$ cat src/rtl/pipeline_run_controller.sv
// Run/step/halt sequencer producing the pipeline advance enable.
// Optional cycle counter: define PIPELINE_RUN_CYCLE_COUNTER_EN.
module pipeline_run_controller #(
  parameter int NB_CMD   = 2,
  parameter int NB_STEP  = 8,
  parameter int NB_CYCLE = 32,
  parameter int N_DRAIN  = 4
) (
  input  logic                i_clock,
  input  logic                i_reset,
  input  logic                i_cmd_valid,
  input  logic [NB_CMD-1:0]   i_cmd,
  input  logic [NB_STEP-1:0]  i_step_count,
  input  logic                i_halt_detected,
  output logic                o_cmd_ready,
  output logic                o_valid,
  output logic                o_pipe_reset,
  output logic                o_done,
  output logic                o_halted,
  output logic [2:0]          o_state,
  output logic [NB_CYCLE-1:0] o_cycle_count
);

  localparam int NB_DRAIN = $clog2(N_DRAIN + 1);

  localparam logic [NB_CMD-1:0] CMD_CLEAR = NB_CMD'(0);
  localparam logic [NB_CMD-1:0] CMD_RUN   = NB_CMD'(1);
  localparam logic [NB_CMD-1:0] CMD_STEP  = NB_CMD'(2);
  localparam logic [NB_CMD-1:0] CMD_STOP  = NB_CMD'(3);

  typedef enum logic [2:0] {
    S_IDLE   = 3'd0,
    S_RUN    = 3'd1,
    S_STEP   = 3'd2,
    S_DRAIN  = 3'd3,
    S_HALTED = 3'd4
  } state_t;

  state_t              state;
  logic [NB_STEP-1:0]  step_cnt;
  logic [NB_DRAIN-1:0] drain_cnt;
  logic                accept;
  logic [NB_STEP-1:0]  step_ld;

  assign o_cmd_ready = (state == S_IDLE) ||
                       (state == S_RUN)  ||
                       (state == S_HALTED);
  assign accept  = i_cmd_valid && o_cmd_ready;
  assign o_state = state;
  assign step_ld = (i_step_count == '0) ? NB_STEP'(1) : i_step_count;

  always_ff @(posedge i_clock or posedge i_reset) begin
    if (i_reset) begin
      state        <= S_IDLE;
      step_cnt     <= '0;
      drain_cnt    <= '0;
      o_valid      <= 1'b0;
      o_pipe_reset <= 1'b0;
      o_done       <= 1'b0;
      o_halted     <= 1'b0;
    end else begin
      o_pipe_reset <= 1'b0;
      o_done       <= 1'b0;
      unique case (state)
        S_IDLE: begin
          if (accept) begin
            unique case (i_cmd)
              CMD_RUN: begin
                state   <= S_RUN;
                o_valid <= 1'b1;
              end
              CMD_STEP: begin
                state    <= S_STEP;
                step_cnt <= step_ld;
                o_valid  <= 1'b1;
              end
              CMD_CLEAR: o_pipe_reset <= 1'b1;
              default: ;
            endcase
          end
        end
        S_RUN: begin
          // Halt wins over a STOP offered in the same cycle.
          if (i_halt_detected) begin
            state     <= S_DRAIN;
            drain_cnt <= NB_DRAIN'(N_DRAIN);
          end else if (accept && i_cmd == CMD_STOP) begin
            state   <= S_IDLE;
            o_valid <= 1'b0;
          end
        end
        S_STEP: begin
          if (i_halt_detected) begin
            state     <= S_DRAIN;
            step_cnt  <= '0;
            drain_cnt <= NB_DRAIN'(N_DRAIN);
          end else if (step_cnt <= NB_STEP'(1)) begin
            state    <= S_IDLE;
            step_cnt <= '0;
            o_valid  <= 1'b0;
            o_done   <= 1'b1;
          end else begin
            step_cnt <= step_cnt - NB_STEP'(1);
          end
        end
        S_DRAIN: begin
          if (drain_cnt <= NB_DRAIN'(1)) begin
            state     <= S_HALTED;
            drain_cnt <= '0;
            o_valid   <= 1'b0;
            o_done    <= 1'b1;
            o_halted  <= 1'b1;
          end else begin
            drain_cnt <= drain_cnt - NB_DRAIN'(1);
          end
        end
        S_HALTED: begin
          if (accept && i_cmd == CMD_CLEAR) begin
            state        <= S_IDLE;
            o_halted     <= 1'b0;
            o_pipe_reset <= 1'b1;
          end
        end
        default: begin
          state    <= S_IDLE;
          o_valid  <= 1'b0;
          o_halted <= 1'b0;
        end
      endcase
    end
  end

`ifdef PIPELINE_RUN_CYCLE_COUNTER_EN
  logic [NB_CYCLE-1:0] cycle_cnt;
  logic                cnt_clr;

  assign cnt_clr = accept && (i_cmd == CMD_CLEAR) &&
                   ((state == S_IDLE) || (state == S_HALTED));

  always_ff @(posedge i_clock or posedge i_reset) begin
    if (i_reset) begin
      cycle_cnt <= '0;
    end else if (cnt_clr) begin
      cycle_cnt <= '0;
    end else if (o_valid && (cycle_cnt != '1)) begin
      cycle_cnt <= cycle_cnt + NB_CYCLE'(1);
    end
  end

  assign o_cycle_count = cycle_cnt;
`else
  assign o_cycle_count = '0;
`endif

endmodule

$ cat config.mk
export PLATFORM = sky130hd
export DESIGN_NAME = pipeline_run_controller
export DESIGN_NICKNAME = d
export VERILOG_FILES = /design/src/rtl/pipeline_run_controller.sv
export SDC_FILE = /design/constraint.sdc
export NUM_CORES = 1
export LEC_CHECK = 0
export BUFFER_PORTS_ARGS = -buffer_cell sky130_fd_sc_hd__buf_2
export CORE_MARGIN = 8
export CORE_UTILIZATION = 54
export CTS_CLUSTER_SIZE = 16
export DETAILED_ROUTE_END_ITERATION = 10
export GPL_TIMING_DRIVEN = 0
export PLACE_DENSITY = 0.86
export SLEW_MARGIN = 25
export SYNTH_ARGS = -nofsm -noshare
export SYNTH_HDL_FRONTEND = slang
export SYNTH_SLANG_ARGS = --single-unit
$ cat constraint.sdc
create_clock -name i_clock -period 4.6 [get_ports i_clock]
set_clock_uncertainty 0.2 [all_clocks]
set_input_delay 0.23 -clock i_clock [delete_from_list [all_inputs] [get_ports i_clock]]
set_output_delay 0.23 -clock i_clock [all_outputs]
set_load 0.02 [all_outputs]
==> results.py <==
metrics = {
    "setup_path": {
        "cp_max_fo": 6,
        "path_class": "flip-flop to flip-flop",
        "cp.required_ns": 4.59,
        "end_kind": "flip-flop",
        "cpPeakStageDelay_ns": 0.44,
        "arrival_ns": 2.16,
        "crit_path_start_kind": "flip-flop",
        "cpMostUsedCell": "nor2_1",
        "crit_slowest_cell": "dfrtp_1",
        "crit_chain": "inv_1 -> ha_1 -> nor2_1 -> nor2_1 -> a21oi_1 -> nor4_1 -> mux2_2",
    },
    "placed_design": {
        "portBuffers": 21,
        "dp_hpwl_um": 2620,
        "gp_congestion": 0.888,
    },
    "die": {
        "initial_core_util_pct": 56.2,
        "die_h_um": 69.4,
        "die_w_um": 69.4,
        "io-pin-count": 54,
        "fp-row-count": 19,
        "dieArea_um2": 4810,
        "core_area_um2": 2730,
    },
    "synthesis": {
        "synth_cells": 181,
        "synth_area_um2": 1540,
        "synth.area.mux_share_pct": 2.69,
        "syn-mean-instance-area_um2": 8.50,
        "yosysSeqAreaShare_pct": 29.3,
        "synth_top_cell_area_share_pct": 29.3,
        "ys_warn_count": 0,
        "synth-adder-area-share_pct": 5.70,
        "yosysTopAreaCell": "dfrtp_1",
        "synth_compound_area_share_pct": 15.9,
        "synth_xor_area_share_pct": 0.570,
        "synth_top_family_by_area": "simple AND/OR/NAND/NOR gates",
        "yosys.area_share.simple_pct": 23.8,
        "synth_cell_types": 42,
        "synth-seq-cells": 18,
        "yosys-top-cells-area": "dfrtp_1 (29%), buf_4 (16%), ha_1 (5.7%), o21ai_0 (4.6%), a21oi_1 (4.2%)",
    },
    "grt": {
        "gr-total-overflow": 0,
        "grt_util_all_layers_pct": 13.1,
        "grt_antenna_before_repair": 0,
        "grt_max_degree": 19,
        "grt_pass1_vias": 1255,
        "grt_pass1_wl_um": 5550,
    },
    "routing": {
        "firstDrtPassIters": 4,
        "drtIter0Drc": 52,
        "vias": 1320,
        "via_per_inst": 4.91,
        "drc": 0,
        "postRouteWirelength_um": 3290,
        "ant_nets": 0,
        "wl_per_cell_um": 12.2,
    },
    "clocking": {
        "cts_tree": "built",
        "cts.path.max_buffers": 2,
        "clk_latency_ns": 0.29,
        "clkTransAtPathRegs_ns": 0.11,
        "cts_buffers": 3,
        "clock-root-buffer": "clkbuf_4",
        "post_cts_buffers": 0,
        "cts_num_sinks": 18,
        "cts_max_level": 1,
    },
    "sta": {
        "maxSlewHeadroom_pct": 54.6,
        "setup_viol": 0,
        "rsz0062_at_grt": "no",
        "fmax_mhz": 461,
        "slew_viol_final": 0,
        "fin_crit_ns": 2.17,
        "timing_hold_violations_final": 0,
        "setup_tns_ns": 0,
        "tightest_slew_ns": 0.680,
        "period_share_pct": 47.1,
    },
    "power_and_ir_drop": {
        "power.density_nw_per_um2": 562,
        "p_leak_nw": 0.955,
        "ir_drop_v": 0.000318,
    },
    "run": {
        "maxCapViolations": 0,
    },
    "worst_hold_path": {
        "hp-class": "input port to flip-flop",
    },
    "final_layout": {
        "diodes": 0,
        "fin_nets": 260,
        "area_growth_pct": 19.9,
        "drive_gt1_share_pct": 30.7,
        "final_util_pct": 67.5,
    },
    "run_status": {
        "status": "finished clean",
    },
}
-- metrics by stage --
step	power [mW]	hold WS [ns]	worst slack, ns	instance area (um^2)	std cells
global placement	0.914	0.161	2.48	1800	264
finish	1.04	0.0319	2.43	1840	269
CTS	1.03	0.0215	2.46	1840	269
global route	1.13	0.0286	2.25	1840	269
detailed placement	0.929	0.168	2.48	1800	264
floorplan	0.794	-0.0314	2.59	1650	212
-- Yosys cell counts --
cell type and n:
nand4_1 1, inv_1 9, and3_4 1, nand2b_1 2, dfrtp_1 18, and2_1 2, nand3b_1 2, o211ai_1 3
buf_6 4, o21bai_1 1, nor2b_1 6, o22ai_1 2, nand3_1 4, mux2_2 1, clkbuf_1 2, o21ai_1 2
and3_1 1, a21oi_1 13, nor4b_1 1, xor2_1 1, a22o_1 1, or3_2 1, o21ai_0 14, nor4_1 3
ha_1 7, nor4b_4 1, nor3b_1 1, or3_4 1, buf_4 33, nor4_2 1, and2b_2 1, nand2_2 1
a211oi_1 1, mux2_4 2, nand2_1 10, o31ai_4 1, a31oi_1 2, nor3_1 10, or3_1 3, o31ai_1 1
conb_1 1, nor2_1 9
-- what timing repair did --
item / 4_1_cts / 5_1_grt
gates resized for setup: 0 / 0
hold buffers: 1 / 0
endpoints found under the hold margin: 18 / 0
-- registers in the layout, indices dropped and copies added (netlist names) --
| register | cells |
|---|---|
| drain_cnt | 3 |
| o_done | 1 |
| o_halted | 1 |
| o_pipe_reset | 1 |
| o_state | 3 |
| o_valid | 1 |
| step_cnt | 8 |
-- worst max-delay path: cells and delay by family (launching register included) --
kind | cells | cell delay, ns
and+or+nand+nor | 3 | 0.59
muxes | 1 | 0.37
adders and majority gates | 1 | 0.26
DFF | 1 | 0.44
AOI/OAI and AO/OA | 1 | 0.10
buffers and inverters | 1 | 0.10
-- cells in the final DEF, fill, tap and decap left out, drive strengths merged --
cell and instances:
nand2 11, nor4b 2, inv 9, buf 58, xor2 1, or3 5
dfrtp 18, o21bai 1, nor2 9, a21oi 13, o22ai 2, o31ai 2
ha 7, nand2b 2, nand3b 2, nand3 4, nor2b 6, nor3 10
and3 2, and2 2, a211oi 1, nor4 4, conb 32, mux2 3
nor3b 1, o21ai 16, a31oi 2, o211ai 3, nand4 1, dlygate4sd3 1
clkbuf 6, and2b 1, a22o 1
-- final timing paths --
path / start / to / slack [ns] / cells after the start
worst max-delay path: step_cnt[0] / o_valid / 2.43 / 7
worst max register to register: step_cnt[0] / o_valid / 2.43 / 7
min in group asynchronous: i_reset / step_cnt[5] / 0.37 / 3
max in group asynchronous: i_reset / o_state[2] / 3.40 / 3
worst min-delay path: i_step_count[6] / step_cnt[6] / 0.03 / 3
worst min register to register: drain_cnt[0] / drain_cnt[0] / 0.29 / 1
-- routing by layer --
layer | wire length [um] | global-route usage, % | up-vias
met5 | 0 | 0 | -
met4 | 31 | 4.78 | 0
met3 | 233 | 3.58 | 2
met2 | 1600 | 21.5 | 47
met1 | 1420 | 15.8 | 594
li1 | - | - | 677
-- kinds of logic (layout without fill, tap and decap cells) --
logic type               after synthesis  after routing
multiplexers                           3              3
AND/OR/NAND/NOR                       62             62
flip-flops                            18             18
other                                  1             32
AO/OA/AOI/OAI                         41             41
adder cells (fa/ha/maj)                7              7
buffers and inverters                 48             74
XOR/XNOR                               1              1
-- cell type report --
| class | instances | area [um^2] |
|---|---|---|
| fill | 241 | 890 |
| multi-input combinational | 146 | 870 |
| sequential | 18 | 450 |
| buffer | 39 | 300 |
| timing repair buffer | 22 | 115 |
| tap | 31 | 38.8 |
| clock buffer | 4 | 36.3 |
| inverter | 9 | 33.8 |
-- report_power, final --
group	switching, mW	internal [mW]
sequential	0.0663	0.225
combinational	0.369	0.276
clock	0.0503	0.0482
total	0.486	0.550
Power figures use the tool's default switching activity.
